--- src/rtl/pb_edge_multi_if.sv ---
`default_nettype none
// ============================================================================
//  Module      : pb_edge_multi_if
//  Description : Button-side bundle for pb_edge_multi. Carries the raw button
//                levels into the debouncer and the per-channel debounced
//                state and event pulses back out to the control logic.
//
//  Signals (all N_CH wide, bit i belongs to channel i):
//    pb    : raw asynchronous button inputs
//    state : debounced pressed state (1 = pressed, polarity-independent)
//    prss  : one-cycle pulse on an accepted press
//    rls   : one-cycle pulse on an accepted release
//    lng   : one-cycle pulse on long press and on each auto-repeat
//
//  Modports:
//    slave  : debouncer side (drives state/prss/rls/lng, samples pb)
//    master : board/consumer side (drives pb, samples the results)
//
//  Revision    : 1.0 - initial release
// ============================================================================
interface pb_edge_multi_if #(
    parameter int N_CH = 2
) ();
    logic [N_CH-1:0] pb;
    logic [N_CH-1:0] state;
    logic [N_CH-1:0] prss;
    logic [N_CH-1:0] rls;
    logic [N_CH-1:0] lng;

    modport slave (
        input  pb,
        output state,
        output prss,
        output rls,
        output lng
    );

    modport master (
        output pb,
        input  state,
        input  prss,
        input  rls,
        input  lng
    );
endinterface : pb_edge_multi_if
`default_nettype wire

--- src/rtl/pb_edge_multi.sv ---
`default_nettype none
// ============================================================================
//  Module      : pb_edge_multi
//  Description : Multi-channel push-button conditioner. Every channel has a
//                two-flop synchroniser, a counter-based debouncer with
//                selectable pressed polarity, registered press/release
//                pulses and long-press detection with optional auto-repeat.
//                Channels share clock and reset but are otherwise fully
//                independent.
//
//  Parameters:
//    N_CH       : number of button channels (>= 1)
//    DEB_CYC    : cycles a new level must persist before acceptance (>= 1)
//    LONG_CYC   : cycles of accepted press before the first long pulse (>= 1)
//    REPEAT_CYC : cycles between repeated long pulses while held, 0 = off
//    PB_POL     : pressed level on pb (1 = active-high, 0 = active-low)
//
//  Ports:
//    clk    : system clock
//    rst    : asynchronous active-low reset (0 = reset); deassertion is
//             expected to be synchronised by the integrator
//    pb_bus : pb_edge_multi_if.slave - pb in, state/prss/rls/lng out
//
//  Revision    : 1.0 - initial release
// ============================================================================
module pb_edge_multi #(
    parameter int N_CH       = 2,
    parameter int DEB_CYC    = 1000000,
    parameter int LONG_CYC   = 100000000,
    parameter int REPEAT_CYC = 0,
    parameter int PB_POL     = 1
) (
    input  wire logic         clk,
    input  wire logic         rst,
    pb_edge_multi_if.slave    pb_bus
);

    // ------------------------------------------------------------------------
    // Counter widths and terminal values. Each counter is one bit wider than
    // strictly needed so the hold counter can park at LONG_CYC without wrap.
    // ------------------------------------------------------------------------
    localparam int c_dc_w = $clog2(DEB_CYC) + 1;
    localparam int c_hc_w = $clog2(LONG_CYC) + 1;
    localparam int c_rc_w = $clog2(REPEAT_CYC) + 1;

    localparam logic [c_dc_w-1:0] c_dc_last = c_dc_w'(DEB_CYC - 1);
    localparam logic [c_hc_w-1:0] c_hc_last = c_hc_w'(LONG_CYC - 1);
    // Parking value: the first long pulse has fired, repeat phase (if any).
    localparam logic [c_hc_w-1:0] c_hc_sat  = c_hc_w'(LONG_CYC);
    localparam logic [c_rc_w-1:0] c_rc_last =
        (REPEAT_CYC > 0) ? c_rc_w'(REPEAT_CYC - 1) : '0;

    localparam logic c_pol    = (PB_POL != 0);
    localparam logic c_rep_en = (REPEAT_CYC > 0);

    // Collected per-channel registered outputs.
    logic [N_CH-1:0] w_state;
    logic [N_CH-1:0] w_prss;
    logic [N_CH-1:0] w_rls;
    logic [N_CH-1:0] w_lng;

    assign pb_bus.state = w_state;
    assign pb_bus.prss  = w_prss;
    assign pb_bus.rls   = w_rls;
    assign pb_bus.lng   = w_lng;

    for (genvar g = 0; g < N_CH; g++) begin : g_ch
        logic              r_s1;
        logic              r_s2;
        logic              r_state;
        logic              r_prss;
        logic              r_rls;
        logic              r_lng;
        logic [c_dc_w-1:0] r_dc;
        logic [c_hc_w-1:0] r_hc;
        logic [c_rc_w-1:0] r_rc;

        logic w_n;
        logic w_dc_done;
        logic w_press_evt;
        logic w_rel_evt;
        logic w_long_phase;
        logic w_hc_hit;
        logic w_rep_hit;

        // Normalised level: 1 means pressed regardless of board polarity.
        assign w_n          = ~(r_s2 ^ c_pol);
        assign w_dc_done    = (w_n != r_state) && (r_dc == c_dc_last);
        assign w_press_evt  = w_dc_done &&  w_n;
        assign w_rel_evt    = w_dc_done && !w_n;
        assign w_long_phase = (r_hc == c_hc_sat);
        assign w_hc_hit     = r_state && (r_hc == c_hc_last);
        assign w_rep_hit    = c_rep_en && r_state && w_long_phase
                              && (r_rc == c_rc_last);

        always_ff @(posedge clk or negedge rst) begin
            if (!rst) begin
                // Synchroniser starts at the released level so a button
                // held through reset is seen as a fresh press afterwards.
                r_s1    <= ~c_pol;
                r_s2    <= ~c_pol;
                r_state <= 1'b0;
                r_prss  <= 1'b0;
                r_rls   <= 1'b0;
                r_lng   <= 1'b0;
                r_dc    <= '0;
                r_hc    <= '0;
                r_rc    <= '0;
            end else begin
                r_s1   <= pb_bus.pb[g];
                r_s2   <= r_s1;

                r_prss <= w_press_evt;
                r_rls  <= w_rel_evt;
                // A release accepted on the same edge suppresses the long
                // pulse that would otherwise fire.
                r_lng  <= (w_hc_hit || w_rep_hit) && !w_rel_evt;

                // Debounce: any return to the accepted level restarts the
                // count, so glitches shorter than DEB_CYC leave no trace.
                if (w_n == r_state) begin
                    r_dc <= '0;
                end else if (r_dc == c_dc_last) begin
                    r_state <= w_n;
                    r_dc    <= '0;
                end else begin
                    r_dc <= r_dc + c_dc_w'(1);
                end

                // Hold counter: runs only while the accepted state is
                // pressed; parks at c_hc_sat after the first long pulse.
                if (!r_state || w_rel_evt) begin
                    r_hc <= '0;
                end else if (w_hc_hit) begin
                    r_hc <= c_hc_sat;
                end else if (!w_long_phase) begin
                    r_hc <= r_hc + c_hc_w'(1);
                end

                // Repeat counter: free-runs modulo REPEAT_CYC once parked.
                if (!c_rep_en || !r_state || w_rel_evt || !w_long_phase) begin
                    r_rc <= '0;
                end else if (r_rc == c_rc_last) begin
                    r_rc <= '0;
                end else begin
                    r_rc <= r_rc + c_rc_w'(1);
                end
            end
        end

        assign w_state[g] = r_state;
        assign w_prss[g]  = r_prss;
        assign w_rls[g]   = r_rls;
        assign w_lng[g]   = r_lng;
    end : g_ch

endmodule : pb_edge_multi
`default_nettype wire

--- src/flat_wrapper.sv ---
// flat-port wrapper written by rule: the top's interface ports become plain ports
module pb_edge_multi_flat 
#(
    parameter int N_CH       = 2,
    parameter int DEB_CYC    = 1000000,
    parameter int LONG_CYC   = 100000000,
    parameter int REPEAT_CYC = 0,
    parameter int PB_POL     = 1
)
  (clk, rst, pb_bus_pb, pb_bus_state, pb_bus_prss, pb_bus_rls, pb_bus_lng);
  pb_edge_multi_if #(.N_CH(N_CH)) pb_bus_i ();
  input  wire logic clk;
  input  wire logic rst;
  input wire logic [$bits(pb_bus_i.pb)-1:0] pb_bus_pb;
  output wire logic [$bits(pb_bus_i.state)-1:0] pb_bus_state;
  output wire logic [$bits(pb_bus_i.prss)-1:0] pb_bus_prss;
  output wire logic [$bits(pb_bus_i.rls)-1:0] pb_bus_rls;
  output wire logic [$bits(pb_bus_i.lng)-1:0] pb_bus_lng;
  assign pb_bus_i.pb = pb_bus_pb;
  assign pb_bus_state = pb_bus_i.state;
  assign pb_bus_prss = pb_bus_i.prss;
  assign pb_bus_rls = pb_bus_i.rls;
  assign pb_bus_lng = pb_bus_i.lng;
  pb_edge_multi #(.N_CH(N_CH), .DEB_CYC(DEB_CYC), .LONG_CYC(LONG_CYC), .REPEAT_CYC(REPEAT_CYC), .PB_POL(PB_POL)) u_core (.clk(clk), .rst(rst), .pb_bus(pb_bus_i));
endmodule
--- config.mk ---
export PLATFORM = sky130hd
export DESIGN_NAME = pb_edge_multi_flat
export DESIGN_NICKNAME = d
export VERILOG_FILES = /design/src/rtl/pb_edge_multi_if.sv /design/src/rtl/pb_edge_multi.sv /design/src/flat_wrapper.sv
export SDC_FILE = /design/constraint.sdc
export NUM_CORES = 1
export LEC_CHECK = 0
export ABC_CLOCK_PERIOD_IN_PS = 3200
export BUFFER_PORTS_ARGS = -buffer_cell sky130_fd_sc_hd__clkbuf_2
export CAP_MARGIN = 20
export CORE_MARGIN = 8
export CORE_UTILIZATION = 45
export DETAILED_ROUTE_END_ITERATION = 10
export MAX_ROUTING_LAYER = met4
export PLACE_DENSITY = 0.58
export SKIP_CTS_REPAIR_TIMING = 1
export SKIP_LAST_GASP = 1
export SYNTH_ARGS = -nofsm -noshare
export SYNTH_HDL_FRONTEND = slang
export SYNTH_SLANG_ARGS = --single-unit
export TNS_END_PERCENT = 1
--- constraint.sdc ---
create_clock -name clk -period 3.2 [get_ports clk]
set_clock_uncertainty 0.2 [all_clocks]
set_input_delay 0.8 -clock clk [delete_from_list [all_inputs] [get_ports clk]]
set_output_delay 0.8 -clock clk [all_outputs]
set_load 0.05 [all_outputs]
# --- Word-level counts from Yosys, hierarchy flattened ---
# Cells that the tools add are included.
totals:
  reg_bits: 110
  output_inout_bits: 8
op_classes:
  bitwise: 4
  reduce_logical: 18
  n_mux: 10
  eq_ne: 12
  addsub: 4
ops:
  columns: ["operator", "n"]
  rows:
  - ["28-bit two-way mux", 6]
  - ["28-bit by 27-bit equality test with 1-bit output, second input constant", 4]
  - ["21-bit two-way mux", 4]
  - ["28-bit by 1-bit adder with 28-bit output, second input constant", 2]
  - ["21-bit by 1-bit adder with 21-bit output, second input constant", 2]
  - ["21-bit by 20-bit equality test with 1-bit output, second input constant", 2]
  - ["1-bit logical AND", 10]
  - ["3-bit inequality test, second input constant", 2]
  - ["1-bit zero test", 4]
  - ["1-bit NOT", 4]
  - ["2-bit AND reduction", 2]
  - ["1-bit equality test", 2]
  - ["1-bit logical OR", 2]
  - ["1-bit inequality test", 2]

# --- Depth between registers and ports, before layout ---
# Gate-level depths: netlist (run 1).
logic_depth:
  word_depth: 5
  depth_mapped: 8
  depth_no_buf: 6

# --- Least setup slack after synthesis (run 1) ---
# No wires, ideal clock.
synth_timing:
  kind: "register -> register"
  start: "register u_core.g_ch[1].r_hc[9]"
  end: "register u_core.g_ch[1].r_hc[7]"
  stages_incl_launch_ff: 6
  period_less_slack_ps: 2448
  required_time_ps: 2848
  t_arrival_ps: 2097
  path_slack_ps: 752
  path_buffers: 0
  setup_time_ps: 152
  path_cell_list: "dfrtp_1 > or4b_1 > or4_4 > or4_1 > a21oi_1 > a211oi_1"
synth_between:
  elab_chain_cells: 4
  word_cells_on_any_way: 6
  cone_classes: "3 x eq/ne; 2 x mux; 1 x reduce/logical"
synth_lines:
  columns: ["item", "line_no", "text"]
  rows:
  - ["from (decl)", "pb_edge_multi.sv:75", "logic [c_hc_w-1:0] r_hc;"]
  - ["from (signal assigned)", "pb_edge_multi.sv:135", "r_hc <= c_hc_sat;"]
  - ["from (signal assigned)", "pb_edge_multi.sv:137", "r_hc <= r_hc + c_hc_w'(1);"]
  - ["28-bit by 27-bit equality test with 1-bit output", "pb_edge_multi.sv:92", "assign w_hc_hit = r_state && (r_hc == c_hc_last);"]
  - ["1-bit logical AND", "pb_edge_multi.sv:92", null]
  - ["28-bit two-way mux", "pb_edge_multi.sv:134", "end else if (w_hc_hit) begin"]
  - ["28-bit two-way mux", "pb_edge_multi.sv:132", "if (!r_state || w_rel_evt) begin"]
# Parallel ways exist; a longest one is shown, timed or not.
# A chain may end at the register's enable or synchronous reset.

# --- Worst setup path after layout (run 1) ---
# Ends and elaborated chain as after synthesis.

==> impl_metrics.prom, run 1 <==
# TYPE chip_impl_metric gauge
chip_impl_metric{name="cts_buffers",unit=""} 9
chip_impl_metric{name="synth_seq_area_share",unit="%"} 50.7
chip_impl_metric{name="cts_buffer_depth",unit=""} 2
chip_impl_metric{name="critical_path_peak_fanout",unit=""} 4
chip_impl_info{name="synth_ff_type",value="dfrtp_1"} 1
chip_impl_metric{name="synth-edff-count",unit=""} 0
chip_impl_metric{name="setup-violations-final",unit=""} 0
chip_impl_info{name="critical_path.top_delay_family",value="simple AND/OR/NAND/NOR gates"} 1
chip_impl_metric{name="synth-async-reset-ratio",unit="%"} 100
chip_impl_metric{name="layout.cells.non_filler",unit=""} 707
chip_impl_metric{name="crit_path_max_incr_delay",unit="ns"} 0.57
chip_impl_metric{name="layout-drive-gt1-share",unit="%"} 7.86
chip_impl_metric{name="first_global_vias",unit=""} 3665
chip_impl_metric{name="core_area",unit="um^2"} 11900
chip_impl_metric{name="worst_skew_pair.late_latency",unit="ns"} 0.36
chip_impl_metric{name="synthesis.area",unit="um^2"} 5430
chip_impl_metric{name="worst_slew_pin_slew",unit="ns"} 0.728
chip_impl_metric{name="power.clock.fraction",unit="%"} 41.6
chip_impl_info{name="grt_setup_unrepaired",value="false"} 1
chip_impl_metric{name="route.detailed.vias_per_inst",unit=""} 5.28
chip_impl_info{name="path_class",value="reg -> reg"} 1
chip_impl_info{name="cts-root-buf",value="clkbuf_16"} 1
chip_impl_metric{name="power.share.switching",unit="%"} 22.5
chip_impl_metric{name="worst-endpoint-arrival",unit="ns"} 2.55
chip_impl_metric{name="route.detailed.drc",unit=""} 0
chip_impl_metric{name="netlist.area_leader.share",unit="%"} 50.7
chip_impl_metric{name="cellLeakagePower",unit="nW"} 2.40
chip_impl_metric{name="synth_area_per_cell",unit="um^2"} 9.86
chip_impl_metric{name="drt-wirelength-per-cell",unit="um"} 14.3
chip_impl_metric{name="die_h",unit="um"} 126
chip_impl_metric{name="maxSlewHeadroom",unit="%"} 51.1
chip_impl_metric{name="drt_pass1_iterations",unit=""} 4
chip_impl_metric{name="dieArea",unit="um^2"} 15800
chip_impl_metric{name="die-width",unit="um"} 126
chip_impl_metric{name="p_seq_share",unit="%"} 56.3
chip_impl_metric{name="report.power.total",unit="mW"} 2.50
chip_impl_metric{name="synth_cell_type_count",unit=""} 44
chip_impl_metric{name="power.combinational.fraction",unit="%"} 2.1
chip_impl_info{name="crit_path_start_kind",value="register"} 1
chip_impl_metric{name="maxCapViolations",unit=""} 0
chip_impl_info{name="holdCritPathClass",value="reg -> reg"} 1
chip_impl_metric{name="worst_setup_hold_path_clk_slew",unit="ns"} 0.08
chip_impl_info{name="timing.critical_path.cells",value="or4b_1 -> or4_4 -> or4_1 -> a21oi_1 -> a211oi_1"} 1
chip_impl_metric{name="critPathBufInv",unit=""} 0
chip_impl_metric{name="largest_net_degree_at_the_start_of_global_routing",unit=""} 55
chip_impl_metric{name="port_buffers",unit=""} 11
chip_impl_info{name="synth_area_leaders",value="dfrtp_1 51%, xor2_1 10%, nor2_1 7.5%, xnor2_1 4.2%, nand4_1 3.8%"} 1
chip_impl_info{name="critical_path.slowest_cell",value="or4_4"} 1
chip_impl_metric{name="switching_power",unit="mW"} 0.563
chip_impl_info{name="yosys-top-cells-count",value="110 x dfrtp_1, 109 x nor2_1, 62 x xor2_1, 37 x nand3_1, 34 x nand2_1"} 1
chip_impl_info{name="yosys.cell_count.top_type",value="dfrtp_1"} 1
chip_impl_metric{name="numPlacedInstances",unit=""} 691
chip_impl_metric{name="postSynthNetCount",unit=""} 561
chip_impl_metric{name="dp_hpwl",unit="um"} 6900
chip_impl_metric{name="global_route_wire_length_before_repair",unit="um"} 17700
chip_impl_metric{name="drt.antenna.violating_nets",unit=""} 0
chip_impl_metric{name="grt_overflow_total",unit=""} 0
chip_impl_metric{name="rows",unit=""} 40
chip_impl_metric{name="floorplan.initialDensity",unit="%"} 45.6
chip_impl_metric{name="syn_to_final_growth",unit="%"} 8.32
chip_impl_info{name="outcome",value="finished clean"} 1
chip_impl_info{name="cts_tree",value="done"} 1
chip_impl_metric{name="finalNetCount",unit=""} 565
chip_impl_metric{name="timing.final.crit_period",unit="ns"} 2.52
chip_impl_metric{name="timing.final.crit_share",unit="%"} 78.8
chip_impl_metric{name="count_of_pins_over_their_slew_limit",unit=""} 0
chip_impl_metric{name="peakVddDrop",unit="mV"} 0.331
chip_impl_metric{name="timing.fmax",unit="MHz"} 396
chip_impl_metric{name="yosys_warnings",unit=""} 0
chip_impl_info{name="timing.critical_path.to_type",value="register"} 1
chip_impl_metric{name="num_vias",unit=""} 3733
chip_impl_metric{name="register_bit_total_from_synthesis",unit=""} 110
chip_impl_metric{name="detail_route.wirelength",unit="um"} 10100
chip_impl_metric{name="drt-initial-drc-count",unit=""} 211
chip_impl_metric{name="power.density_cell_area",unit="nW/um^2"} 425
chip_impl_metric{name="synth_cells",unit=""} 551
chip_impl_metric{name="track_usage",unit="%"} 13.9
chip_impl_metric{name="numClockSinks",unit=""} 110
chip_impl_metric{name="cp.required",unit="ns"} 3.23
chip_impl_info{name="netlist.top_cell.by_area",value="dfrtp_1"} 1
chip_impl_metric{name="diodes",unit=""} 0
chip_impl_metric{name="setup_total_negative_slack",unit="ns"} 0
chip_impl_metric{name="final-hold-violation-count",unit=""} 0
chip_impl_metric{name="internal_power_of_the_cells",unit="mW"} 1.94
chip_impl_metric{name="gp_congestion",unit=""} 0.810
chip_impl_metric{name="io_pins",unit=""} 12
chip_impl_metric{name="cts_htree_levels",unit=""} 3
chip_impl_metric{name="antenna_violations_before_repair",unit=""} 0
==> per-layer routing <==
layer  global-route usage [%]  up-vias  part of all wire (%)
met2                     21.5       32                    46
met4                     4.03        0                   1.1
met5                        -        -                     0
li1                         -     1894                     -
met1                     17.4     1799                    50
met3                     4.30        8                   3.0
==> logic make-up (layout without fill, tap and decap cells) <==
group / after synthesis / after routing / share of synthesized area, %
simple gates: 296 / 296 / 28.1
xor+xnor: 88 / 88 / 14.2
flops: 110 / 110 / 50.7
fa+ha+maj: 6 / 6 / 1.38
mux: 4 / 4 / 0.783
buf+inv: 32 / 41 / 2.88
compound gates: 15 / 15 / 1.94
==> cells in the final DEF, fill, tap and decap left out, types with 2 or more instances in the layout <==
cell and n:
a21oi_1 6, nor4bb_1 2, nor2_1 109, nor4_1 14, and2_1 3, inv_1 8, clkbuf_16 9, xor2_1 62
ha_1 6, mux2_2 2, nand4_1 33, nand3_1 37, dfrtp_1 110, clkbuf_2 10, and3_1 15, or3_1 4
and4_1 9, nand2b_1 3, buf_4 6, nor3_1 12, o31ai_1 2, clkinv_2 3, nor3b_1 5, clkinv_4 2
o21ai_0 2, mux2i_1 2, nand2_1 34, or4_1 4, xnor2_1 26
==> flip-flops by register name, summed over array words and instances, names as in the netlist <==
register and cells:
u_core.g_ch.r_rls 2, u_core.g_ch.r_state 2, u_core.g_ch.r_s2 2, u_core.g_ch.r_s1 2
u_core.g_ch.r_lng 2, u_core.g_ch.r_dc 42, u_core.g_ch.r_prss 2, u_core.g_ch.r_hc 56
==> cell type report <==
type / instances / area (um^2)
Clock inverter: 7 / 48.8
Multi-Input combinational cell: 409 / 2530
Clock buffer: 9 / 225
Fill cell: 1125 / 6030
Tap cell: 147 / 184
Timing Repair Buffer: 17 / 115
Sequential cell: 110 / 2750
Inverter: 8 / 30.0
==> power by group through the flow <==
stage          combinational (mW)  clock, mW  sequential [mW]
2_1_floorplan              0.0181          0             1.43
3_3_place_gp               0.0546          0             1.44
3_5_place_dp               0.0566          0             1.44
4_1_cts                    0.0564       1.08             1.41
5_1_grt                    0.0636       1.13             1.41
6_report                   0.0531       1.04             1.41
==> worst paths after layout <==
path,to,startpoint,cells past startpoint,slack [ns]
hold / removal,u_core.g_ch[1].r_s2,u_core.g_ch[1].r_s1,0,0.17
setup reg to reg,u_core.g_ch[1].r_hc[7],u_core.g_ch[1].r_hc[9],5,0.68
setup / recovery,u_core.g_ch[1].r_hc[7],u_core.g_ch[1].r_hc[9],5,0.68
max in group asynchronous,u_core.g_ch[1].r_hc[20],rst,2,1.93
min in group asynchronous,u_core.g_ch[0].r_hc[16],rst,1,0.22
hold reg to reg,u_core.g_ch[1].r_s2,u_core.g_ch[1].r_s1,0,0.17
==> per-stage QoR <==
| step | cell area, um^2 | worst slack [ns] | util [%] | hold slack, ns |
|---|---|---|---|---|
| 6_report | 5880 | 0.677 | 49.4 | 0.174 |
| 5_1_grt | 5880 | 0.554 | 49.4 | 0.192 |
| 4_1_cts | 5880 | 0.685 | 49.4 | 0.179 |
| 3_5_place_dp | 5610 | 0.695 | 47.1 | 0.168 |
| 3_3_place_gp | 5610 | 0.695 | 47.1 | 0.167 |
| 2_1_floorplan | 5430 | 0.752 | - | 0.131 |
Power figures use the tool's default switching activity.
==> inputs of run 2 (changes only) <==
--- a/config.mk
+++ b/config.mk
@@ -5,14 +5,14 @@
 export SDC_FILE = /design/constraint.sdc
 export NUM_CORES = 1
 export LEC_CHECK = 0
-export ABC_CLOCK_PERIOD_IN_PS = 3200
+export ABC_CLOCK_PERIOD_IN_PS = 2110
 export BUFFER_PORTS_ARGS = -buffer_cell sky130_fd_sc_hd__clkbuf_2
 export CAP_MARGIN = 20
 export CORE_MARGIN = 8
 export CORE_UTILIZATION = 45
 export DETAILED_ROUTE_END_ITERATION = 10
 export MAX_ROUTING_LAYER = met4
-export PLACE_DENSITY = 0.58
+export PLACE_DENSITY = 0.6
 export SKIP_CTS_REPAIR_TIMING = 1
 export SKIP_LAST_GASP = 1
 export SYNTH_ARGS = -nofsm -noshare
==> constraint.sdc (replaced) <==
create_clock -name clk -period 2.11 [get_ports clk]
set_clock_uncertainty 0.2 [all_clocks]
set_input_delay 0.5275 -clock clk [delete_from_list [all_inputs] [get_ports clk]]
set_output_delay 0.5275 -clock clk [all_outputs]
set_load 0.05 [all_outputs]
==> impl_metrics.prom, run 2 (synthesis gave the netlist of run 1 again) <==
# TYPE chip_impl_metric gauge
chip_impl_info{name="outcome",value="finished, violations left"} 1
chip_impl_info{name="violations",value="negative setup slack"} 1
chip_impl_metric{name="setup-violations-final",unit=""} 17
chip_impl_metric{name="drt-wirelength-per-cell",unit="um"} 13.9
chip_impl_metric{name="drt-initial-drc-count",unit=""} 261
chip_impl_metric{name="fin_area",unit="um^2"} 6300
chip_impl_info{name="timing.critical_path.cells",value="or4b_4 -> or4_4 -> or4_4 -> a21oi_2 -> a211oi_1"} 1
chip_impl_metric{name="worst-endpoint-arrival",unit="ns"} 2.37
chip_impl_metric{name="p_seq_share",unit="%"} 56.2
chip_impl_metric{name="syn_to_final_growth",unit="%"} 16.0
chip_impl_info{name="holdCritPathClass",value="in -> reg"} 1
chip_impl_info{name="cts-root-buf",value="clkbuf_16"} 1
chip_impl_metric{name="io_pins",unit=""} 12
chip_impl_metric{name="cts_buffer_depth",unit=""} 2
chip_impl_metric{name="power.share.switching",unit="%"} 22.2
chip_impl_metric{name="cts_htree_levels",unit=""} 3
chip_impl_info{name="timing.critical_path.to_type",value="register"} 1
chip_impl_metric{name="port_buffers",unit=""} 11
chip_impl_metric{name="cts_buffers",unit=""} 9
chip_impl_metric{name="global_route_wire_length_before_repair",unit="um"} 18800
chip_impl_info{name="largestRegisters",value="u_core.g_ch.r_hc: 56 flops, u_core.g_ch.r_dc: 42 flops"} 1
chip_impl_metric{name="core_area",unit="um^2"} 11900
chip_impl_metric{name="detail_route.wirelength",unit="um"} 10600
chip_impl_info{name="register_bank_with_the_most_flops",value="u_core.g_ch.r_hc"} 1
chip_impl_metric{name="finalNetCount",unit=""} 616
chip_impl_metric{name="power.combinational.fraction",unit="%"} 2.6
chip_impl_metric{name="timing.final.crit_share",unit="%"} 111
chip_impl_metric{name="final-hold-violation-count",unit=""} 0
chip_impl_metric{name="drt.antenna.violating_nets",unit=""} 0
chip_impl_metric{name="track_usage",unit="%"} 14.8
chip_impl_metric{name="internal_power_of_the_cells",unit="mW"} 2.96
chip_impl_metric{name="grt_overflow_total",unit=""} 0
chip_impl_info{name="cts_tree",value="done"} 1
chip_impl_info{name="grt_setup_unrepaired",value="true"} 1
chip_impl_metric{name="maxSlewHeadroom",unit="%"} 68.1
chip_impl_metric{name="cellLeakagePower",unit="nW"} 2.67
chip_impl_metric{name="dieArea",unit="um^2"} 15800
chip_impl_metric{name="num_vias",unit=""} 4008
chip_impl_metric{name="critical_path_peak_fanout",unit=""} 4
chip_impl_metric{name="layout-drive-gt1-share",unit="%"} 15.5
chip_impl_metric{name="rows",unit=""} 40
chip_impl_metric{name="crit_path_max_incr_delay",unit="ns"} 0.52
chip_impl_metric{name="first_global_vias",unit=""} 3954
chip_impl_metric{name="worst_slack_setup_final",unit="ns"} -0.230
chip_impl_metric{name="peakVddDrop",unit="mV"} 0.430
chip_impl_info{name="cpMostUsedCell",value="or4_4"} 1
chip_impl_metric{name="gp_congestion",unit=""} 0.818
chip_impl_metric{name="number_of_fill_cells",unit=""} 1099
chip_impl_metric{name="timing.final.crit_period",unit="ns"} 2.34
chip_impl_metric{name="route.detailed.drc",unit=""} 0
chip_impl_metric{name="power.clock.fraction",unit="%"} 41.2
chip_impl_info{name="path_class",value="reg -> reg"} 1
chip_impl_metric{name="antenna_violations_before_repair",unit=""} 0
chip_impl_metric{name="die_h",unit="um"} 126
chip_impl_metric{name="die-width",unit="um"} 126
chip_impl_metric{name="count_of_pins_over_their_slew_limit",unit=""} 0
chip_impl_metric{name="detailedPlace.worstSlack",unit="ns"} -0.216
chip_impl_info{name="critical_path.slowest_cell",value="or4b_4"} 1
chip_impl_metric{name="drt_pass1_iterations",unit=""} 4
chip_impl_metric{name="timing.fmax",unit="MHz"} 427
chip_impl_metric{name="dp_hpwl",unit="um"} 7460
chip_impl_metric{name="route.detailed.vias_per_inst",unit=""} 5.29
chip_impl_metric{name="worst_slew_pin_slew",unit="ns"} 0.476
chip_impl_metric{name="worst_skew_pair.late_latency",unit="ns"} 0.35
chip_impl_metric{name="largest_net_degree_at_the_start_of_global_routing",unit=""} 32
chip_impl_info{name="layout.cells.most_common",value="dfrtp_1"} 1
chip_impl_metric{name="diodes",unit=""} 0
chip_impl_metric{name="worst_setup_hold_path_clk_slew",unit="ns"} 0.07
chip_impl_metric{name="power.density_cell_area",unit="nW/um^2"} 603
chip_impl_metric{name="numClockSinks",unit=""} 110
chip_impl_metric{name="dpl_cell_area",unit="um^2"} 6010
chip_impl_info{name="crit_path_start_kind",value="register"} 1
chip_impl_metric{name="fin_util",unit="%"} 52.9
chip_impl_metric{name="largest_register_ffs",unit=""} 56
chip_impl_metric{name="maxCapViolations",unit=""} 0
chip_impl_info{name="final_cell_mix",value="110 x dfrtp_1, 109 x nor2_1, 62 x xor2_1"} 1
chip_impl_metric{name="cp.required",unit="ns"} 2.14
chip_impl_metric{name="report.power.total",unit="mW"} 3.80
chip_impl_metric{name="floorplan.initialDensity",unit="%"} 45.6
chip_impl_metric{name="switching_power",unit="mW"} 0.843
-- run 2: changes by cell type in the layout (fill, tap and decap cells not counted) --
cell	delta
or4b_4	+1
clkbuf_1	+2
buf_12	+2
clkinv_4	-1
or4_4	+1
or4b_1	-1
buf_4	+48
a21oi_2	+1
clkinv_2	-1
dlygate4sd3_1	+1
a21oi_1	-1
or4_1	-1
-- run 2: power groups by stage --
| stage | combinational [mW] | sequential, mW | clock (mW) |
|---|---|---|---|
| after floorplan | 0.0275 | 2.17 | 0 |
| after global placement | 0.0999 | 2.18 | 0 |
| after detailed placement | 0.102 | 2.18 | 0 |
| after CTS | 0.103 | 2.13 | 1.63 |
| after global routing | 0.117 | 2.14 | 1.69 |
| final | 0.0990 | 2.14 | 1.57 |
-- run 2: final timing paths --
path	from	endpoint	slack [ns]	cells past startpoint
setup / recovery	u_core.g_ch[1].r_hc[9]	u_core.g_ch[1].r_hc[7]	-0.23	5
hold / removal	pb_bus_pb[1]	u_core.g_ch[1].r_s1	0.09	1
hold reg to reg	u_core.g_ch[0].r_s1	u_core.g_ch[0].r_s2	0.17	0
max in group asynchronous	rst	u_core.g_ch[1].r_hc[13]	0.74	3
min in group asynchronous	rst	u_core.g_ch[0].r_hc[10]	0.45	2
setup reg to reg	u_core.g_ch[1].r_hc[9]	u_core.g_ch[1].r_hc[7]	-0.23	5
-- run 2: critical path, delay by kind of cell (launching register included) --
family,cells,cell delay [ns]
AND/OR/NAND/NOR,3,1.42
flip-flops,1,0.40
AO/OA/AOI/OAI,2,0.21
-- run 2: cell type report --
| cell class | count | area [um^2] | share of cell area (%) |
|---|---|---|---|
| Inverter | 8 | 30.0 | 0.477 |
| Timing Repair Buffer | 68 | 526 | 8.34 |
| Clock inverter | 5 | 35.0 | 0.556 |
| Sequential cell | 110 | 2750 | 43.7 |
| Clock buffer | 11 | 233 | 3.70 |
| Multi-Input combinational cell | 409 | 2540 | 40.3 |
| Tap cell | 147 | 184 | 2.92 |
-- run 2: metrics by stage --
| step | instances | hold slack, ns | setup TNS (ns) |
|---|---|---|---|
| final | 758 | 0.0856 | -2.55 |
| after floorplan | 551 | 0.0319 | -2.65 |
| after detailed placement | 741 | 0.150 | -2.03 |
| after global routing | 758 | 0.0705 | -7.43 |
| after global placement | 741 | 0.140 | -1.33 |
| after CTS | 757 | -0.0885 | -2.40 |
-- run 2: routing by layer --
metal,wire [um],GRT usage (%)
met2,5060,22.7
met3,281,3.92
met5,0,-
met1,5090,19.0
met4,139,4.32
==> inputs of run 3 (changes only) <==
==> constraint.sdc (replaced) <==
create_clock -name clk -period 2.11 [get_ports clk]
set_clock_uncertainty 0.2 [all_clocks]
set_input_delay 0.422 -clock clk [delete_from_list [all_inputs] [get_ports clk]]
set_output_delay 0.422 -clock clk [all_outputs]
set_load 0.05 [all_outputs]
==> impl_metrics.prom, run 3 (synthesis gave the netlist of run 1 again) <==
# TYPE chip_impl_metric gauge
chip_impl_info{name="outcome",value="finished, violations left"} 1
chip_impl_info{name="violations",value="negative setup slack"} 1
chip_impl_metric{name="peakVddDrop",unit="mV"} 0.458
chip_impl_metric{name="worst-endpoint-arrival",unit="ns"} 2.39
chip_impl_metric{name="cts_buffer_depth",unit=""} 2
chip_impl_metric{name="timing.fmax",unit="MHz"} 426
chip_impl_metric{name="final-hold-violation-count",unit=""} 0
chip_impl_metric{name="setup-violations-final",unit=""} 17
chip_impl_metric{name="syn_to_final_growth",unit="%"} 16.3
chip_impl_metric{name="timing.final.crit_share",unit="%"} 111
chip_impl_metric{name="cts_buffers",unit=""} 9
chip_impl_metric{name="io_pins",unit=""} 12
chip_impl_metric{name="layout-drive-gt1-share",unit="%"} 15.1
chip_impl_metric{name="numClockSinks",unit=""} 110
chip_impl_metric{name="route.detailed.drc",unit=""} 0
chip_impl_metric{name="core_area",unit="um^2"} 11900
chip_impl_metric{name="rr_worst_depth",unit=""} 5
chip_impl_metric{name="worst_slew_pin_slew",unit="ns"} 0.499
chip_impl_metric{name="drt_pass1_iterations",unit=""} 4
chip_impl_metric{name="timing.final.crit_period",unit="ns"} 2.35
chip_impl_metric{name="cellLeakagePower",unit="nW"} 2.68
chip_impl_metric{name="dieArea",unit="um^2"} 15800
chip_impl_metric{name="critical_path_peak_fanout",unit=""} 4
chip_impl_metric{name="power.density_cell_area",unit="nW/um^2"} 615
chip_impl_info{name="largestRegisters",value="u_core.g_ch.r_hc: 56 flops, u_core.g_ch.r_dc: 42 flops"} 1
chip_impl_info{name="holdCritPathClass",value="reg -> reg"} 1
chip_impl_info{name="cts_tree",value="done"} 1
chip_impl_info{name="layout.cells.most_common",value="dfrtp_1"} 1
chip_impl_metric{name="detail_route.wirelength",unit="um"} 10500
chip_impl_info{name="crit_path_start_kind",value="register"} 1
chip_impl_metric{name="worst_slack_setup_final",unit="ns"} -0.239
chip_impl_metric{name="rows",unit=""} 40
chip_impl_metric{name="dp_hpwl",unit="um"} 7320
chip_impl_metric{name="largest_register_ffs",unit=""} 56
chip_impl_metric{name="worst_skew_pair.late_latency",unit="ns"} 0.35
chip_impl_metric{name="diodes",unit=""} 0
chip_impl_metric{name="global_route_wire_length_before_repair",unit="um"} 18600
chip_impl_metric{name="dpl_cell_area",unit="um^2"} 5990
chip_impl_metric{name="maxCapViolations",unit=""} 0
chip_impl_metric{name="worst_setup_hold_path_clk_slew",unit="ns"} 0.07
chip_impl_metric{name="detailedPlace.worstSlack",unit="ns"} -0.224
chip_impl_metric{name="number_of_cells_traversed_by_the_worst_hold_path",unit=""} 0
chip_impl_metric{name="grt_overflow_total",unit=""} 0
chip_impl_metric{name="die_h",unit="um"} 126
chip_impl_metric{name="cts_htree_levels",unit=""} 3
chip_impl_metric{name="drt-wirelength-per-cell",unit="um"} 13.8
chip_impl_metric{name="antenna_violations_before_repair",unit=""} 0
chip_impl_metric{name="finalNetCount",unit=""} 616
chip_impl_metric{name="drt.antenna.violating_nets",unit=""} 0
chip_impl_metric{name="die-width",unit="um"} 126
chip_impl_metric{name="port_buffers",unit=""} 11
chip_impl_metric{name="count_of_pins_over_their_slew_limit",unit=""} 0
chip_impl_metric{name="worst_hold_slack",unit="ns"} 0.166
chip_impl_metric{name="drt-initial-drc-count",unit=""} 260
chip_impl_metric{name="first_global_vias",unit=""} 3979
chip_impl_metric{name="num_vias",unit=""} 4004
chip_impl_info{name="path_class",value="reg -> reg"} 1
chip_impl_info{name="grt_setup_unrepaired",value="true"} 1
chip_impl_info{name="cts-root-buf",value="clkbuf_16"} 1
chip_impl_metric{name="track_usage",unit="%"} 14.6
chip_impl_info{name="final_cell_mix",value="110 x dfrtp_1, 109 x nor2_1, 62 x xor2_1"} 1
chip_impl_metric{name="floorplan.initialDensity",unit="%"} 45.6
chip_impl_info{name="timing.critical_path.to_type",value="register"} 1
chip_impl_info{name="register_bank_with_the_most_flops",value="u_core.g_ch.r_hc"} 1
chip_impl_metric{name="route.detailed.vias_per_inst",unit=""} 5.28
chip_impl_metric{name="largest_net_degree_at_the_start_of_global_routing",unit=""} 43
chip_impl_metric{name="setup_total_negative_slack",unit="ns"} -2.75
chip_impl_metric{name="report.power.total",unit="mW"} 3.88
chip_impl_metric{name="cp.required",unit="ns"} 2.15
chip_impl_metric{name="gp_congestion",unit=""} 0.843
chip_impl_metric{name="fin_area",unit="um^2"} 6310
chip_impl_metric{name="maxSlewHeadroom",unit="%"} 66.6
[run 3: layout make-up]
cell class | instances | area, um^2
Fill cell | 1096 | 5600
Sequential cell | 110 | 2750
Multi-Input combinational cell | 409 | 2530
Timing Repair Buffer | 68 | 531
Clock buffer | 11 | 233
Tap cell | 147 | 184
Clock inverter | 5 | 50.0
Inverter | 8 | 30.0
[run 3: where the power goes]
group / internal [mW] / total [mW] / leakage, nW / switching [mW]
sequential: 2.12 / 2.14 / 1.52 / 0.0167
combinational: 0.0316 / 0.0959 / 1.01 / 0.0643
clock: 0.913 / 1.65 / 0.143 / 0.734
total: 3.07 / 3.88 / 2.68 / 0.815
[run 3: through the flow]
stage	instances	util, %
2_1_floorplan	551	-
3_3_place_gp	739	50.3
3_5_place_dp	739	50.3
4_1_cts	755	52.7
5_1_grt	758	53.0
6_report	758	53.0
[run 3: worst max-delay path, stage by stage, from the launching register on]
cell	delay, ns
dfrtp_1	0.38
or4b_1	0.54
or4_4	0.48
or4_4	0.44
a21oi_2	0.12
a211oi_1	0.08
[run 3: worst paths after layout]
| check | start | end | slack [ns] |
|---|---|---|---|
| worst max-delay path | u_core.g_ch[1].r_hc[19] | u_core.g_ch[1].r_hc[7] | -0.24 |
| worst min-delay path | u_core.g_ch[1].r_s1 | u_core.g_ch[1].r_s2 | 0.17 |
| worst max register to register | u_core.g_ch[1].r_hc[19] | u_core.g_ch[1].r_hc[7] | -0.24 |
| worst min register to register | u_core.g_ch[1].r_s1 | u_core.g_ch[1].r_s2 | 0.17 |
| max in group asynchronous | rst | u_core.g_ch[1].r_hc[9] | 0.79 |
| min in group asynchronous | rst | u_core.g_ch[0].r_hc[18] | 0.35 |
[run 3: metal layers]
layer	track usage, %	wire length, um	vias up	share of wire, %
met5	-	0	-	0
met4	4.39	150	0	1.4
met3	4.09	290	16	2.8
met2	22.8	4990	35	48
met1	18.1	5040	1957	48
li1	-	-	1996	-
